### src/rtl/music_player_ctrl.sv
// music_player_ctrl: score ROM sequencer and square-wave tone generator; optional MUSIC_LOOP_EN replays the score forever
module music_player_ctrl #(
   parameter int CLK_FREQ    = 100_000_000,
   parameter int BEAT_CYCLES = 12_500_000,
   parameter int SCORE_LEN   = 135,
   parameter int ADDR_WIDTH  = 8,
   parameter int ROM_WIDTH   = 12
) (
   input  logic                  clk,
   input  logic                  rst,
   input  logic                  i_start,
   input  logic                  i_pause,
   output logic [ADDR_WIDTH-1:0] o_rom_addr,
   input  logic [ROM_WIDTH-1:0]  i_rom_data,
   output logic                  o_buzzer,
   output logic                  o_playing,
   output logic                  o_done
);
   localparam logic [1:0] S_IDLE  = 2'd0;
   localparam logic [1:0] S_PLAY  = 2'd1;
   localparam logic [1:0] S_PAUSE = 2'd2;
   localparam logic [1:0] S_DONE  = 2'd3;

   function automatic int base_freq(input int d);
      return d == 0 ? 262 : d == 1 ? 294 : d == 2 ? 330 : d == 3 ? 349 :
             d == 4 ? 392 : d == 5 ? 440 : 494;
   endfunction

   // half periods for 7 degrees x 3 octaves, entry index = octave*7 + degree-1
   function automatic logic [21*32-1:0] build_hp();
      logic [21*32-1:0] t;
      t = '0;
      for (int i = 0; i < 21; i++)
         t[i*32 +: 32] = 32'(CLK_FREQ / (2 * base_freq(i % 7) * (1 << (i / 7))));
      return t;
   endfunction

   localparam logic [21*32-1:0] HP_TAB = build_hp();

   logic [1:0]            r_state;
   logic [ADDR_WIDTH-1:0] r_addr;
   logic [31:0]           r_beat_cnt;
   logic [31:0]           r_tone_cnt;
   logic [ROM_WIDTH-1:0]  r_note;
   logic                  r_buzzer;

   logic [3:0]  w_hi, w_md, w_lo, w_sel;
   logic [1:0]  w_oct;
   logic [4:0]  w_idx;
   logic [31:0] w_hp;
   logic        w_rest, w_silent, w_active, w_last_beat, w_last_addr;

   assign w_hi        = r_note[11:8];
   assign w_md        = r_note[7:4];
   assign w_lo        = r_note[3:0];
   assign w_sel       = |w_hi ? w_hi : |w_md ? w_md : w_lo;
   assign w_oct       = |w_hi ? 2'd2 : |w_md ? 2'd1 : 2'd0;
   assign w_rest      = w_sel == 4'd0 || w_sel[3];
   assign w_idx       = w_rest ? 5'd0 : 5'(w_oct) * 5'd7 + {2'b00, w_sel[2:0]} - 5'd1;
   assign w_hp        = HP_TAB[32*w_idx +: 32];
   assign w_silent    = w_rest || w_hp == 32'd0;
   assign w_active    = r_state == S_PLAY || r_state == S_PAUSE;
   assign w_last_beat = r_beat_cnt == 32'(BEAT_CYCLES - 1);
   assign w_last_addr = r_addr == ADDR_WIDTH'(SCORE_LEN - 1);

   // playback FSM: beat counting, note latch, tone toggling; beat-end logic last so DONE silences the buzzer
   always_ff @(posedge clk) begin
      if (rst) begin
         r_state    <= S_IDLE;
         r_addr     <= '0;
         r_beat_cnt <= '0;
         r_tone_cnt <= '0;
         r_note     <= '0;
         r_buzzer   <= 1'b0;
      end else if (i_start) begin
         r_state    <= S_PLAY;
         r_addr     <= '0;
         r_beat_cnt <= '0;
         r_tone_cnt <= '0;
         r_buzzer   <= 1'b0;
      end else if (w_active) begin
         r_state <= i_pause ? S_PAUSE : S_PLAY;
         if (i_pause) begin
            r_buzzer <= 1'b0;
         end else begin
            r_beat_cnt <= w_last_beat ? '0 : r_beat_cnt + 32'd1;
            if (r_beat_cnt == 32'd0) begin
               r_note     <= i_rom_data;
               r_tone_cnt <= '0;
               r_buzzer   <= 1'b0;
            end else if (w_silent) begin
               r_tone_cnt <= '0;
               r_buzzer   <= 1'b0;
            end else if (r_tone_cnt == w_hp - 32'd1) begin
               r_tone_cnt <= '0;
               r_buzzer   <= ~r_buzzer;
            end else begin
               r_tone_cnt <= r_tone_cnt + 32'd1;
            end
            if (w_last_beat) begin
`ifdef MUSIC_LOOP_EN
               r_addr <= w_last_addr ? '0 : r_addr + 1'b1;
`else
               if (w_last_addr) begin
                  r_state  <= S_DONE;
                  r_buzzer <= 1'b0;
               end else begin
                  r_addr <= r_addr + 1'b1;
               end
`endif
            end
         end
      end
   end

   assign o_rom_addr = r_addr;
   assign o_buzzer   = r_buzzer;
   assign o_playing  = w_active;
   assign o_done     = r_state == S_DONE;
endmodule
### config.mk
export PLATFORM = sky130hd
export DESIGN_NAME = music_player_ctrl
export DESIGN_NICKNAME = d
export VERILOG_FILES = /design/src/rtl/music_player_ctrl.sv
export SDC_FILE = /design/constraint.sdc
export NUM_CORES = 1
export LEC_CHECK = 0
export CAP_MARGIN = 20
export CORE_MARGIN = 4
export CORE_UTILIZATION = 51
export CTS_BUF_LIST = sky130_fd_sc_hd__clkbuf_16
export CTS_CLUSTER_DIAMETER = 150
export CTS_CLUSTER_SIZE = 14
export DETAILED_ROUTE_END_ITERATION = 6
export GPL_TIMING_DRIVEN = 0
export MAX_ROUTING_LAYER = met4
export PLACE_DENSITY = 0.8
export SYNTH_ARGS = -nofsm -noshare
export SYNTH_HDL_FRONTEND = slang
export SYNTH_SLANG_ARGS = --single-unit
### constraint.sdc
create_clock -name clk -period 6.25 [get_ports clk]
set_input_delay 1.25 -clock clk [delete_from_list [all_inputs] [get_ports clk]]
set_output_delay 1.25 -clock clk [all_outputs]
set_load 0.1 [all_outputs]
==> flow_metrics.env, run 1 <==
export IMPL_die_area_sq_mm=0.01324
export IMPL_async_reset_ff_share_pct=0
export IMPL_pin_count=27
export IMPL_via_count=5690
export IMPL_end_kind="flip-flop"
export IMPL_synth_area_leaders="dfxtp_1 (30%), nor2_1 (6.5%), xor2_1 (6.4%), nand2_1 (4.2%), xnor2_1 (3.9%)"
export IMPL_synth_area_sq_mm=0.005848
export IMPL_power_switching_share_pct=39.43
export IMPL_syn_to_final_growth_pct=13.95
export IMPL_synth_top_cells_by_count="nor2_1 (101), dfxtp_1 (87), nand2_1 (66)"
export IMPL_ant_nets=0
export IMPL_finalNetCount=819
export IMPL_status="finished, final reports clean"
export IMPL_power_frac_clock_pct=26.9
export IMPL_p_switching_mw=0.7704
export IMPL_grt_max_degree=15
export IMPL_startpoint="r_note[8]"
export IMPL_leakage_nw=2.380
export IMPL_place_gp_congestion=0.9836
export IMPL_synth_xor_xnor_area_share_pct=10.61
export IMPL_ir_worst_vdd_v=0.0002049
export IMPL_place_inst=912
export IMPL_synth_compound_area_share_pct=17.99
export IMPL_maxSlewViolCount=0
export IMPL_drc_errors=0
export IMPL_postSynthAreaPerCell_sq_um=7.850
export IMPL_grt_pass1_wl_um=25880
export IMPL_final_setup_viol_count=0
export IMPL_critPathLaunchType="flip-flop"
export IMPL_start_util_pct=53.02
export IMPL_wl_um=15140
export IMPL_grt_ovfl_total=0
export IMPL_num_antenna_cells=0
export IMPL_critPathArrivalTime_ns=6.21
export IMPL_ctsRootBufferMaster="clkbuf_16"
export IMPL_cts_clk_slew_worst_paths_ns=0.07
export IMPL_drv_cap=0
export IMPL_finClkSkew_ns=0.008442
export IMPL_layout_setup_ws_ns=0.2687
export IMPL_n_fill_cell=962
export IMPL_synth_nets=779
export IMPL_hold_viol_final=0
export IMPL_power_density_mw_per_mm2=293.2
export IMPL_synth_most_common_cell="nor2_1"
export IMPL_core_area_sq_mm=0.01103
export IMPL_antenna_found_initial=0
export IMPL_synth_warnings=0
export IMPL_ys_seq_elements=87
export IMPL_port_buffers=26
export IMPL_grt_usage_pct=24.24
export IMPL_required_ns=6.48
export IMPL_synth_top_family_by_area="simple AND/OR/NAND/NOR gates"
export IMPL_synth_distinct_cells=81
export IMPL_viasPerCell=6.125
export IMPL_place_ws_ns=-0.7842
export IMPL_timing_fmax_mhz=167.2
export IMPL_post_dp_hpwl_um=11130
export IMPL_routedWlPerCell_um=16.30
export IMPL_synth_top_area_share_pct=29.78
export IMPL_dieHeight_um=115.1
export IMPL_p_int_mw=1.184
export IMPL_p_comb_share_pct=44.2
export IMPL_drt_iter0_markers=540
export IMPL_min_period_ns=5.981
export IMPL_synth_edff_count=0
export IMPL_synthFlopType="dfxtp_1"
export IMPL_p_total_mw=1.954
export IMPL_timing_rr_start="r_note[8]"
export IMPL_die_x_um=115.1
export IMPL_min_period_over_period_pct=95.70
export IMPL_synth_fa_ha_area_share_pct=3.979
export IMPL_drive_gt1_share_pct=8.745
export IMPL_htreeDepth=3
export IMPL_first_pass_iters=5
export IMPL_cts_tree="built"
export IMPL_whs_ns=0.4990
export IMPL_clockBufferDepth=2
export IMPL_cts_sinks=87
export IMPL_first_global_vias=5544
export IMPL_num_rows=38
export IMPL_synthMuxAreaShare_pct=2.567
export IMPL_synthSimpleGateAreaFrac_pct=31.15
export IMPL_fin_cells=929
export IMPL_max_slew_margin_pct=32.46
export IMPL_crit_fanout=10
export IMPL_tightest_slew_ns=0.9849
export IMPL_power_frac_seq_pct=28.9
export IMPL_clk_latency_ns=0.34
export IMPL_hold_path_class="flip-flop to flip-flop"
export IMPL_hp_start="r_beat_cnt[1]"
export IMPL_postLayoutCoreUtil_pct=60.41
export IMPL_numCtsBuffers=9
export IMPL_yosysTopAreaCell="dfxtp_1"
export IMPL_syn_inst=745
export IMPL_synth_seq_area_share_pct=29.78
export IMPL_path_class="flip-flop to flip-flop"
==> power by group through the flow <==
stage / Clock [mW] / Combinational, mW / Sequential [mW]
after floorplan: 0 / 0.621 / 0.576
after global placement: 0 / 0.795 / 0.577
after detailed placement: 0 / 0.801 / 0.577
after CTS: 0.531 / 0.819 / 0.565
after global routing: 0.556 / 0.943 / 0.565
final: 0.525 / 0.864 / 0.565
==> per-layer routing <==
metal	up-vias	wire [um]	share of wire (%)	GRT usage, %
li1	2758	-	-	-
met1	2669	6707	44	30.01
met2	218	7054	47	39.12
met3	45	898	5.9	4.263
met4	0	479	3.2	9.781
met5	-	0	0	-
==> flip-flops by register name, indices dropped and copies added, names as in the netlist <==
| name | flops |
|---|---|
| o_buzzer | 1 |
| o_rom_addr | 8 |
| r_state | 2 |
| r_note | 12 |
| r_tone_cnt | 32 |
| r_beat_cnt | 32 |
==> layout make-up <==
| cell class | instances | area, sq um | share of cell area [%] |
|---|---|---|---|
| multi-input combinational | 605 | 3938 | 59.09 |
| buffer | 36 | 172.7 | 2.591 |
| sequential | 87 | 1742 | 26.14 |
| timing repair buffer | 30 | 286.5 | 4.300 |
| tap | 140 | 175.2 | 2.629 |
| clock buffer | 9 | 225.2 | 3.380 |
| clock inverter | 6 | 62.56 | 0.9388 |
| inverter | 16 | 62.56 | 0.9388 |
==> placed cells by master (no fill, tap or decap), types with 7 or more instances in the layout <==
cell type	n
clkdlybuf4s50_1	26
clkbuf_16	9
and3_1	17
dfxtp_1	87
o211ai_1	9
nand2_1	66
a21o_1	13
nor4_1	21
mux2i_1	14
nand3_1	42
nand2b_1	8
nor3b_1	7
xnor2_1	26
ha_1	16
nand4_1	18
nor2b_1	8
clkbuf_1	19
o21ai_0	17
o21ai_1	23
xor2_1	42
nor2_1	100
nor3_1	22
a21oi_1	29
inv_1	16
==> worst max-delay path, stage by stage (launching register included) <==
cell,delay (ns)
dfxtp_1,0.39
or4_4,0.60
a211oi_4,0.18
nor2_1,0.09
ha_1,0.22
ha_4,0.17
fa_1,0.62
clkbuf_2,0.30
mux2i_2,0.32
nor2_1,0.10
nand4_1,0.14
o211ai_1,0.21
nor2_2,0.21
ha_1,0.21
inv_1,0.05
nor3_1,0.22
nand4_1,0.25
nor3_4,0.29
mux2i_1,0.16
a211o_1,0.33
o21ai_4,0.26
buf_4,0.25
nor3_2,0.06
a211o_1,0.23
==> stage by stage <==
stage	cell area [sq um]	TNS, ns
after detailed placement	6287	-22.18
after global placement	6284	-23.01
after CTS	6609	0
after floorplan	5848	0
after global routing	6664	-0.004081
final	6664	0
==> cells by family after synthesis <==
| family | after synthesis |
|---|---|
| compound gates | 148 |
| xor+xnor | 70 |
| fa+ha+maj | 18 |
| buf+inv | 53 |
| flops | 87 |
| mux | 15 |
| other cells | 1 |
| simple gates | 353 |
==> final timing paths <==
kind	to	slack (ns)	depth (start not counted)
worst max register to register	r_tone_cnt[22]	0.27	23
worst min register to register	r_beat_cnt[1]	0.50	2
worst max-delay path	r_tone_cnt[22]	0.27	23
worst min-delay path	r_beat_cnt[1]	0.50	2
==> repair_timing <==
action,CTS,global route
setup buffers,2,1
pin swaps,1,4
gates resized for setup,7,17
endpoints found under the setup margin,33,33
hold buffers,0,0
Power figures use the tool's default switching activity.
==> inputs of run 2 (changes only) <==
--- a/config.mk
+++ b/config.mk
@@ -5,6 +5,7 @@
 export SDC_FILE = /design/constraint.sdc
 export NUM_CORES = 1
 export LEC_CHECK = 0
+export ABC_AREA = 1
 export CAP_MARGIN = 20
 export CORE_MARGIN = 4
 export CORE_UTILIZATION = 51
==> run 2 against run 1 <==
Synthesized area up 10%. Flip-flop and latch count unchanged. Critical path depth up 5. Clock power up 2%. Cell count up 32%. Count of clock-buffer cells in the layout unchanged. Register-to-register slack better by 0.20 ns. Sequential power about the same. Synthesized cell count up 36%. Fmax up 3.5%. Via count up 16%. Total power up 44%. Critical endpoint is now r_tone_cnt[24].
==> flow_metrics.env, run 2 <==
export IMPL_post_route_cell_area_sq_mm=0.007223
export IMPL_leakage_nw=2.859
export IMPL_syn_to_final_growth_pct=11.86
export IMPL_p_total_mw=2.814
export IMPL_final_setup_viol_count=0
export IMPL_hold_viol_final=0
export IMPL_maxSlewViolCount=0
export IMPL_drc_errors=0
export IMPL_synth_warnings=0
export IMPL_synth_most_common_cell="nand2_1"
export IMPL_numCtsBuffers=9
export IMPL_required_ns=6.46
export IMPL_cts_resized_gates=0
export IMPL_synth_area_sq_mm=0.006457
export IMPL_startpoint="r_note[11]"
export IMPL_wl_um=16640
export IMPL_synth_top_cells_by_count="nand2_1 (247), inv_1 (131), nor2_1 (103)"
export IMPL_multiInputGateArea_sq_mm=0.003994
export IMPL_htreeDepth=3
export IMPL_tns_ns=0
export IMPL_critPathCapture="r_tone_cnt[24]"
export IMPL_start_util_pct=52.88
export IMPL_min_period_ns=5.776
export IMPL_drive_gt1_share_pct=6.351
export IMPL_cts_tree="built"
export IMPL_first_global_vias=6143
export IMPL_synth_edff_count=0
export IMPL_path_class="flip-flop to flip-flop"
export IMPL_regToRegEndpoint="r_tone_cnt[24]"
export IMPL_end_kind="flip-flop"
export IMPL_die_area_sq_mm=0.01453
export IMPL_tightest_slew_ns=1.027
export IMPL_place_area_sq_mm=0.006928
export IMPL_antenna_found_initial=0
export IMPL_synth_top_area_share_pct=26.97
export IMPL_layout_common_cells="nand2_1 (247), inv_1 (131), nor2_1 (103), nand3_1 (100), dfxtp_1 (87)"
export IMPL_reg2reg_setup_slack_ns=0.47
export IMPL_syn_inst=1014
export IMPL_drt_iter0_markers=456
export IMPL_critPathLaunchType="flip-flop"
export IMPL_cp_slowest_cell="fa_1"
export IMPL_synth_distinct_cells=49
export IMPL_highest_signal_layer="met4"
export IMPL_synth_seq_area_share_pct=26.97
export IMPL_n_fill_cell=1230
export IMPL_finClkSkew_ns=0.007216
export IMPL_crit_fanout=10
export IMPL_layout_commonest_cell="nand2_1"
export IMPL_core_area_sq_mm=0.01221
export IMPL_post_dp_hpwl_um=12900
export IMPL_met2_length_um=7801
export IMPL_reg_top3="r_beat_cnt x32, r_tone_cnt x32, r_note x12"
export IMPL_ys_seq_elements=87
export IMPL_dieHeight_um=120.5
export IMPL_cts_clk_slew_worst_paths_ns=0.06
export IMPL_drv_cap=0
export IMPL_port_buffers=26
export IMPL_synth_nets=1048
export IMPL_async_reset_ff_share_pct=0
export IMPL_ant_nets=0
export IMPL_hold_path_class="flip-flop to flip-flop"
export IMPL_postSynthAreaPerCell_sq_um=6.368
export IMPL_max_stage_delay_ns=0.48
export IMPL_first_pass_iters=7
export IMPL_finalNetCount=1085
export IMPL_clk_latency_ns=0.34
export IMPL_hp_start="r_beat_cnt[7]"
export IMPL_grt_max_degree=16
export IMPL_grt_ovfl_total=0
export IMPL_timing_rr_start="r_note[11]"
export IMPL_timing_fmax_mhz=173.1
export IMPL_viasPerCell=5.377
export IMPL_via_count=6576
export IMPL_met1_length_um=7581
export IMPL_post_cts_buffers=0
export IMPL_regArea_sq_mm=0.001742
export IMPL_status="finished, final reports clean"
export IMPL_num_rows=40
export IMPL_wl_met3_um=881
export IMPL_grt_setup_unrepaired="false"
export IMPL_place_gp_congestion=0.9826
export IMPL_min_period_over_period_pct=92.42
export IMPL_cts_sinks=87
export IMPL_grt_usage_pct=24.55
export IMPL_clockBufferDepth=2
export IMPL_synth_area_leaders="dfxtp_1 (27%), nand2_1 (14%), nand3_1 (7.8%), inv_1 (7.6%), nor2_1 (6.0%)"
export IMPL_ctsRootBufferMaster="clkbuf_16"
export IMPL_power_density_mw_per_mm2=389.6
export IMPL_reg2reg_depth=28
export IMPL_ir_worst_vdd_v=0.0002016
export IMPL_synthFlopType="dfxtp_1"
export IMPL_ctsHoldBuffers=0
export IMPL_pin_count=27
export IMPL_yosysTopAreaCell="dfxtp_1"
export IMPL_crit_top_cell="nor2_2"
export IMPL_num_antenna_cells=0
export IMPL_max_slew_margin_pct=30.87
export IMPL_routedWlPerCell_um=13.60
export IMPL_grt_pass1_wl_um=28820
export IMPL_die_x_um=120.5
export IMPL_critPathArrivalTime_ns=5.98
run 2: where the power goes:
| part | switching (mW) | total (mW) | internal (mW) |
|---|---|---|---|
| Sequential | 0.00471 | 0.566 | 0.561 |
| Combinational | 1.17 | 1.71 | 0.543 |
| Clock | 0.228 | 0.538 | 0.310 |
run 2: stage by stage:
step	hold slack, ns	setup WS [ns]	utilization (%)	cells
final	0.4676	0.4736	59.15	1223
after global routing	0.4983	0.05018	59.15	1223
after CTS	0.4675	0.5735	59.15	1223
after detailed placement	0.4581	0.5843	56.73	1208
after global placement	0.4494	0.6155	56.73	1208
after floorplan	0.4344	1.630	-	1014
run 2: cell families after synthesis:
group / after synthesis / share of synthesized area, %
AOI/OAI and AO/OA: 122 / 10.81
buffers and inverters: 173 / 11.18
DFF: 87 / 26.97
other: 1 / 0.05807
xor gates and xnor gates: 38 / 5.154
adders and majority gates: 18 / 3.604
and+or+nand+nor: 575 / 42.22
run 2: layout make-up:
cell class | count | area share (%)
Sequential cell | 87 | 24.11
Inverter | 139 | 7.223
Clock buffer | 9 | 3.118
Clock inverter | 6 | 0.9700
Timing Repair Buffer | 26 | 3.603
Multi-Input combinational cell | 754 | 55.29
Buffer | 34 | 2.772
Tap cell | 168 | 2.910
run 2: worst min path at each step:
| stage | slack, ns | cells past startpoint | endpoint |
|---|---|---|---|
| 4_1_cts | 0.47 | 2 | r_beat_cnt[7] |
| 3_5_place_dp | 0.46 | 2 | r_beat_cnt[7] |
| 6_report | 0.47 | 2 | r_beat_cnt[7] |
| 3_3_place_gp | 0.45 | 2 | r_beat_cnt[7] |
| 5_1_grt | 0.50 | 2 | r_beat_cnt[7] |
| 2_1_floorplan | 0.43 | 2 | r_beat_cnt[7] |
run 2: critical path: cells and delay by family (launching register included):
kind | cells | cell delay (ns)
adders and majority gates | 4 | 1.18
and+or+nand+nor | 14 | 1.85
AOI/OAI and AO/OA | 5 | 1.03
DFF | 1 | 0.41
buffers and inverters | 5 | 1.15
run 2: per-layer routing:
metal | GRT usage, % | vias up
li1 | - | 3394
met1 | 31.97 | 2957
met2 | 39.89 | 197
met3 | 3.695 | 28
met4 | 6.870 | 0
met5 | - | -
